File: config.mk
export PLATFORM = sky130hd
export DESIGN_NAME = fetch_decode
export DESIGN_NICKNAME = d
export VERILOG_FILES = /design/src/rtl/fetch_decode.sv
export SDC_FILE = /design/constraint.sdc
export NUM_CORES = 1
export LEC_CHECK = 0
export ABC_AREA = 1
export BUFFER_PORTS_ARGS = -buffer_cell sky130_fd_sc_hd__buf_2
export CAP_MARGIN = 20
export CORE_MARGIN = 2
export CORE_UTILIZATION = 30
export CTS_BUF_LIST = sky130_fd_sc_hd__clkbuf_16
export DETAILED_ROUTE_END_ITERATION = 10
export PLACE_DENSITY = 0.52
export SYNTH_ARGS = -nofsm -noshare
export SYNTH_HDL_FRONTEND = slang
export SYNTH_SLANG_ARGS = --single-unit
File: constraint.sdc
create_clock -name clk -period 2.3 [get_ports clk]
set_clock_uncertainty 0.15 [all_clocks]
set_input_delay 0.115 -clock clk [delete_from_list [all_inputs] [get_ports clk]]
set_output_delay 0.115 -clock clk [all_outputs]
set_load 0.005 [all_outputs]
File: src/rtl/fetch_decode.sv
// Fetch/decode controller for the reduced RISC-V core: PC, variable-latency fetch, ADDI/BNE decode.
// Optional TRAP_ILLEGAL_EN: an illegal instruction sets the sticky illegal flag and parks the FSM in HALT.
//
// state   | meaning
// --------+-------------------------------------------------------------
// S_FETCH | strobe imem_req for one cycle with imem_addr = pc
// S_WAIT  | hold the address, load ir when imem_valid arrives
// S_EXEC  | one cycle: decode ir, write back, pick the next pc
// S_HALT  | trapped on an illegal instruction, only rst leaves
module fetch_decode #(
   parameter int unsigned        A_WIDTH  = 32,
   parameter int unsigned        D_WIDTH  = 32,
   parameter logic [A_WIDTH-1:0] RESET_PC = '0
) (
   input  logic               clk,
   input  logic               rst,
   output logic               imem_req,
   output logic [A_WIDTH-1:0] imem_addr,
   input  logic [31:0]        imem_rdata,
   input  logic               imem_valid,
   output logic [4:0]         rs1,
   output logic [4:0]         rs2,
   output logic [4:0]         rd,
   output logic               ALUsrc,
   output logic               ALUctrl,
   output logic [D_WIDTH-1:0] ImmOp,
   output logic               RegWrite,
   input  logic               EQ,
   output logic [A_WIDTH-1:0] pc,
   output logic               instr_retired,
   output logic               illegal
);

   localparam logic [31:0] NOP_INSTR = 32'h0000_0013;

`ifdef TRAP_ILLEGAL_EN
   typedef enum logic [1:0] {S_FETCH, S_WAIT, S_EXEC, S_HALT} state_t;
`else
   typedef enum logic [1:0] {S_FETCH, S_WAIT, S_EXEC} state_t;
`endif

   state_t               state_q, state_d;
   logic [A_WIDTH-1:0]   pc_q, pc_d;
   logic [31:0]          ir_q, ir_d;
   logic                 is_addi, is_bne;
   logic [A_WIDTH-1:0]   br_off;
`ifdef TRAP_ILLEGAL_EN
   logic                 illegal_q, illegal_d;
`endif

   always_comb begin
      is_addi = (ir_q[6:0] == 7'b0010011) && (ir_q[14:12] == 3'b000);
      is_bne  = (ir_q[6:0] == 7'b1100011) && (ir_q[14:12] == 3'b001);
      br_off  = {{(A_WIDTH-13){ir_q[31]}}, ir_q[31], ir_q[7], ir_q[30:25], ir_q[11:8], 1'b0};
   end

   // Register fields are passed through raw regardless of instruction type.
   always_comb begin
      rs1     = ir_q[19:15];
      rs2     = ir_q[24:20];
      rd      = ir_q[11:7];
      ALUsrc  = 1'b0;
      ALUctrl = 1'b0;
      ImmOp   = '0;
      if (is_addi) begin
         ALUsrc = 1'b1;
         ImmOp  = {{(D_WIDTH-12){ir_q[31]}}, ir_q[31:20]};
      end else if (is_bne) begin
         ALUctrl = 1'b1;
         ImmOp   = {{(D_WIDTH-13){ir_q[31]}}, ir_q[31], ir_q[7], ir_q[30:25], ir_q[11:8], 1'b0};
      end
   end

   always_comb begin
      state_d = state_q;
      pc_d    = pc_q;
      ir_d    = ir_q;
`ifdef TRAP_ILLEGAL_EN
      illegal_d = illegal_q;
`endif
      unique case (state_q)
         S_FETCH: state_d = S_WAIT;
         S_WAIT: begin
            if (imem_valid) begin
               ir_d    = imem_rdata;
               state_d = S_EXEC;
            end
         end
         S_EXEC: begin
            state_d = S_FETCH;
            if (is_bne && !EQ) pc_d = pc_q + br_off;
            else               pc_d = pc_q + A_WIDTH'(4);
`ifdef TRAP_ILLEGAL_EN
            if (!is_addi && !is_bne) begin
               illegal_d = 1'b1;
               pc_d      = pc_q;
               state_d   = S_HALT;
            end
`endif
         end
`ifdef TRAP_ILLEGAL_EN
         S_HALT: state_d = S_HALT;
`endif
         default: state_d = S_FETCH;
      endcase
   end

   always_ff @(posedge clk) begin
      if (rst) begin
         state_q <= S_FETCH;
         pc_q    <= RESET_PC;
         ir_q    <= NOP_INSTR;
`ifdef TRAP_ILLEGAL_EN
         illegal_q <= 1'b0;
`endif
      end else begin
         state_q <= state_d;
         pc_q    <= pc_d;
         ir_q    <= ir_d;
`ifdef TRAP_ILLEGAL_EN
         illegal_q <= illegal_d;
`endif
      end
   end

   // Strobes are gated by rst so a reset landing mid-EXEC never leaks a write or retire.
   always_comb begin
      imem_req      = (state_q == S_FETCH) && !rst;
      imem_addr     = pc_q;
      pc            = pc_q;
      RegWrite      = (state_q == S_EXEC) && is_addi && (ir_q[11:7] != 5'd0) && !rst;
`ifdef TRAP_ILLEGAL_EN
      instr_retired = (state_q == S_EXEC) && (is_addi || is_bne) && !rst;
      illegal       = illegal_q;
`else
      instr_retired = (state_q == S_EXEC) && !rst;
      illegal       = 1'b0;
`endif
   end

endmodule

==> run metrics, run 1 <==
FFs w/ async S/R, synth 0; Setup-failing EPs final 0; RSZ-0062 raised after global routing true; fin. max-slew vios 0; gr ovfl total 0; DR pass1 iterations 5; Mapped Cells ~1000; final instance area slightly below 8000 um2; flop-to-flop setup slack 0.11 ns; Final Critical Period between 2 and 2.5 ns; Post-Syn Area between 6000 and 7000 um2; Vias a little under 7000; Synth cell types 47; layout cells sized above 1 0.2523; worst-margin pin slew between 0.6 and 0.7 ns; Worst R2R Path Depth 8; GRT Resource Usage Total 0.2025; Setup Crit Path Kind register to output port; TritonCTS clock tree built; max_cap viols 0; Longest Clk Path Bufs 2; Hold Startpoint imem_rdata[31]; nature of the critical path endpoint output port; worst hold path type input port to register; Buffers on Ports 149; DR DRC count 0; chip width 146.5 um; Critical Path RT 2.04 ns; n_diodes 0; average size of a mapped cell 6.007 um2; Worst-Skew Late Latency 0.35 ns; register area share after synthesis 0.2136; Area growth syn-to-layout 28.41%; vias in the first global route 6364; final WL 22.52 mm; Top Ports 153; Core ar. 20100 um2; DR WL/cell between 15 and 20 um; Max Freq around 450 MHz; die height 146.5 um; Hold Violations, Final 0; CP most frequent cell nor2_2; post-DR vias/cell approximately 4.7; Worst-path clk slew 0.07 ns; Ys Warns 0; number of flops mapped to enable cells by yosys 0; P per Cell Area between 400 and 500 nW/um2; site row count 52; number of instances in the placed design 1398; Hold Path Sink ir_q[31]; post-route ant nets 0; overall power 3.403 mW; Final Cycle Share 0.9639; clk sinks 65; number of register bits inferred by synthesis between 60 and 70; total CTS buffers 9; CP startpoint kind register; first-pass GRT wire length 34.04 mm; status completed; Nets approximately 1200; most common cell after layout, fill and taps aside nand2_1; CTS H-tree depth 3; Max Fanout on Critical Path 20; initial antenna violation count 0; hpwl dp 17.03 mm; First DRT Iteration DRCs roughly 490; clk root buf clkbuf_16; Crit path largest cell delay 0.30 ns; slowest CP cell dfxtp_1; Hold Path Stages 3; Initial Util 0.3030; FF-to-FF End imem_addr[26]; Slew headroom 0.5749; Placer Congestion 0.8916; worst vdd ir 0.0003243 V; reg2reg start imem_addr[23]; DIE AREA 21460 um2; most frequent cells in the layout nand2_1 (251), buf_2 (149), inv_1 (121); WP data arrival 1.95 ns; Post-Route Utilization 0.3890; Leak 4.172 nW; Placed Area 6957 um2; Cell Count, Final, Fillers Out 1455; Critical Path, Cell by Cell or2_1 -> nor4_4 -> nand2_2 -> inv_4 -> nor2_2 -> nor2_2 -> buf_6 -> buf_2; Main synth FF type dfxtp_1; largest net degree at the start of global routing 42
[metrics by stage]
step | setup slack, ns | hold slack (ns) | TNS (ns)
detailed placement | 0.04386 | 0.1851 | 0
CTS | 0.01362 | 0.0004567 | 0
global placement | 0.06131 | 0.1831 | 0
finish | 0.08293 | 0.001177 | 0
floorplan | 0.06412 | 0.09131 | 0
global route | -0.04585 | 0.02824 | -0.9266
[repair_timing]
action | in CTS | in global routing
pin swaps | 1 | 4
hold buffers | 33 | 0
cloned | 0 | 2
endpoints found under the setup margin | 20 | 39
gates resized for setup | 2 | 47
endpoints found under the hold margin | 36 | 0
setup buffers | 1 | 5
[kinds of logic (layout without fill, tap and decap cells)]
group,after synthesis,in the layout,synth area share
AND/OR/NAND/NOR,500,500,0.3498
buffers and inverters,221,390,0.1873
AO/OA/AOI/OAI,181,181,0.1615
flip-flops,65,65,0.2136
adder cells (fa/ha/maj),32,32,0.06697
XOR/XNOR,14,14,0.02013
other,1,3,0.0006157
[worst max-delay path by stage]
stage                              from            end  slack [ns]  cells after the start
after detailed placement       ir_q[31]  imem_addr[30]        0.04                     12
final                          ir_q[13]      ImmOp[23]        0.08                      8
after global placement    imem_addr[21]  imem_addr[27]        0.06                     10
after CTS                      ir_q[13]      ImmOp[23]        0.01                      8
after floorplan                ir_q[31]  imem_addr[21]        0.06                     10
after global routing           ir_q[13]      ImmOp[27]       -0.05                      8
[cell type report]
class | instances | area [um2]
Multi-Input combinational cell | 730 | 3790
Fill cell | 2180 | 12280
Timing Repair inverter | 1 | 5.005
Inverter | 128 | 486.7
Clock buffer | 9 | 225.2
Sequential cell | 65 | 1311
Clock inverter | 7 | 82.58
Timing Repair Buffer | 245 | 1583
Tap cell | 270 | 337.8
[registers in the layout, summed over array words and instances (netlist names)]
| name | count |
|---|---|
| imem_addr | 31 |
| ir_q | 32 |
| state_q | 2 |
[cells in the mapped netlist (10+ instances only)]
library cell	count	area [um2]
a21oi_1	75	375.4
clkbuf_1	17	63.81
dfxtp_1	65	1301
nor2_1	115	431.7
buf_4	68	510.5
nand2_1	258	968.4
inv_1	125	469.2
o21ai_0	73	365.4
xor2_1	10	87.58
ha_1	31	387.9
nand3_1	64	320.3
nor3_1	21	105.1
[critical path, delay by kind of cell, from the launching register on]
| kind | cells | cell delay [ns] |
|---|---|---|
| flip-flops | 1 | 0.30 |
| AND/OR/NAND/NOR | 5 | 0.89 |
| buffers and inverters | 3 | 0.39 |
[routing by layer]
metal / vias to the layer above / share of wire / global-route usage
met2: 211 / 0.47 / 0.3417
li1: 3528 / - / -
met4: 0 / 0.026 / 0.06699
met3: 34 / 0.053 / 0.03000
met1: 3123 / 0.45 / 0.2653
met5: - / 0 / 0
[where the power goes]
| group | internal [mW] | switching, mW | leakage (nW) |
|---|---|---|---|
| logic | 0.309 | 0.385 | 3.49 |
| clock network | 0.859 | 0.608 | 0.151 |
| registers | 1.19 | 0.0558 | 0.534 |
| total | 2.35 | 1.05 | 4.17 |
Power figures use the tool's default switching activity.
==> run 2, diff against run 1 <==
--- a/config.mk
+++ b/config.mk
@@ -12,6 +12,7 @@
 export CORE_UTILIZATION = 30
 export CTS_BUF_LIST = sky130_fd_sc_hd__clkbuf_16
 export DETAILED_ROUTE_END_ITERATION = 10
+export GPL_TIMING_DRIVEN = 0
 export PLACE_DENSITY = 0.52
 export SYNTH_ARGS = -nofsm -noshare
 export SYNTH_HDL_FRONTEND = slang
==> run metrics, run 2 (synthesis results as in run 1) <==
Seq pwr share 0.369 (+0.004); Vias 7132 (+3.4%); vias in the first global route 6572 (+3.3%); Crit path largest cell delay 0.40 ns (+0.10 ns); CP top delay family simple AND/OR/NAND/NOR gates; Core ar. 20100 um2 (unchanged); total negative slack 0 ns (unchanged); total CTS buffers 9 (unchanged); worst vdd ir 0.0004186 V (+29%); WP data arrival 2.30 ns (+0.35 ns); Psw 1.054 mW (+0.49%); First DRT Iteration DRCs 460 (-6.9%); post-route ant nets 0 (unchanged); final WL 23.26 mm (+3.3%); Clock power frac 0.420 (-0.011); Placer Congestion 0.9241 (+3.6%); most common cell after layout, fill and taps aside nand2_1; crit path from ir_q[31]; clk sinks 65 (unchanged); Hold Violations, Final 0 (unchanged); Setup Crit Path Kind register to register; DR WL/cell 15.57 um (+0.58%); worst hold path type input port to register; fin. max-slew vios 0 (unchanged); Top Ports 153 (unchanged); DR DRC count 0 (unchanged); Critical Path RT 2.38 ns (+0.34 ns); layout cells sized above 1 0.2949 (+0.04261); chip width 146.5 um (unchanged); Longest Clk Path Bufs 2 (unchanged); gr ovfl total 0 (unchanged); n_diodes 0 (unchanged); site row count 52 (unchanged); GRT Resource Usage Total 0.2120 (+0.009501); Fill cells 2226 (+2.1%); total internal power 2.387 mW (+1.4%); worst-margin pin slew 0.6155 ns (-0.01867 ns); Area growth syn-to-layout 35.54%; post-DR vias/cell 4.774 (+0.72%); Worst-Skew Late Latency 0.35 ns (about the same); DP Worst Slack -0.5866 ns (-0.6305 ns); worst hold margin 0.01974 ns (+0.01856 ns); DR pass1 iterations 6 (+1); nature of the critical path endpoint register; CTS H-tree depth 3 (unchanged); Comb power frac 0.210 (+0.006); reg2reg start ir_q[31]; Setup-failing EPs final 0 (unchanged); die height 146.5 um (unchanged); P per Cell Area 416.8 nW/um2 (-4.2%); Initial Util 0.3030 (unchanged); DIE AREA 21460 um2 (unchanged); Critical path buffers and inverters 1 (-2); most frequent cells in the layout nand2_1 (245), buf_2 (151), inv_1 (122); Nets 1287 (+3.1%); largest net degree at the start of global routing 15 (-64%); Max Freq 449.6 MHz (-0.33%); TritonCTS clock tree built; RSZ-0062 raised after global routing true; first-pass GRT wire length 35.50 mm (+4.3%); hpwl dp 17.79 mm (+4.5%); Max Fanout on Critical Path 7 (-65%); Final Cycle Share 0.9671 (+0.003176); initial antenna violation count 0 (unchanged); Hold Startpoint rst; max reg flops 32 (unchanged); CP startpoint kind register; flop-to-flop setup slack 0.08 ns (-0.03 ns); Final Critical Period 2.224 ns (+0.007305 ns); CP most frequent cell nand2_1; Sw Ratio 0.3063 (-0.001909); final worst-path setup slack 0.07562 ns (-0.007305 ns); status completed; max_cap viols 0 (unchanged); Critical Path, Cell by Cell buf_4 -> ha_4 -> nand2_1 -> nor2_1 -> and3_1 -> nand2_1 -> nand2_2 -> nand2_1 -> nand2_1 -> nand2_1 -> nand3_1 -> a21oi_1; Top reg by flops ir_q; Slew headroom 0.5896 (+0.01477); slowest CP cell dfxtp_4; clk root buf clkbuf_16; Leak 4.291 nW (+2.8%); Worst-path clk slew 0.06 ns (about the same); Buffers on Ports 148 (-0.67%)
run 2: cell types whose count changed in the layout (fill, tap and decap cells not counted), sizes merged:
cell	delta
clkbuf	+15
clkinvlp	-1
buf	+22
nor2	+3
run 2: worst paths after layout:
kind | to | depth (start not counted)
setup / recovery | imem_addr[25] | 12
hold / removal | state_q[1] | 2
setup reg to reg | imem_addr[25] | 12
hold reg to reg | ir_q[0] | 2
run 2: cell type report:
| class | count | area, um2 | area share |
|---|---|---|---|
| multi-input cells | 733 | 3971 | 0.4811 |
| flip-flops and latches | 65 | 1341 | 0.1625 |
| repair buffers | 189 | 1151 | 0.1394 |
| plain buffers | 93 | 661.9 | 0.08018 |
| inverters | 128 | 480.5 | 0.05820 |
| well taps | 270 | 337.8 | 0.04092 |
| clock buffers | 9 | 225.2 | 0.02728 |
| clock inverters | 7 | 86.33 | 0.01046 |
run 2: metal layers:
metal	vias to the layer above	GRT usage	routed length (um)
li1	3622	-	-
met1	3234	0.2758	10630
met5	-	0	0
met4	0	0.07961	717
met3	43	0.03406	1196
met2	233	0.3535	10720
run 2: power by group through the flow:
stage	clock [mW]	sequential (mW)	combinational, mW
6_report	1.45	1.27	0.724
2_1_floorplan	0	1.26	0.385
4_1_cts	1.48	1.27	0.676
3_3_place_gp	0	1.30	0.589
5_1_grt	1.54	1.28	0.803
3_5_place_dp	0	1.30	0.591
run 2: repair_timing:
item	4_1_cts	5_1_grt
resized for setup	33	73
endpoints found under the hold margin	33	0
endpoints found under the setup margin	42	34
setup buffers	2	6
hold buffers	33	0
cloned	3	0
pin swaps	3	6
run 2: per-stage QoR:
step / power, mW / util / instance area, um2 / instances
floorplan: 1.649 / - / 6101 / 1016
global placement: 1.884 / 0.3571 / 7179 / 1434
detailed placement: 1.887 / 0.3571 / 7179 / 1434
CTS: 3.421 / 0.3958 / 7958 / 1488
global route: 3.622 / 0.4106 / 8255 / 1494
finish: 3.441 / 0.4106 / 8255 / 1494
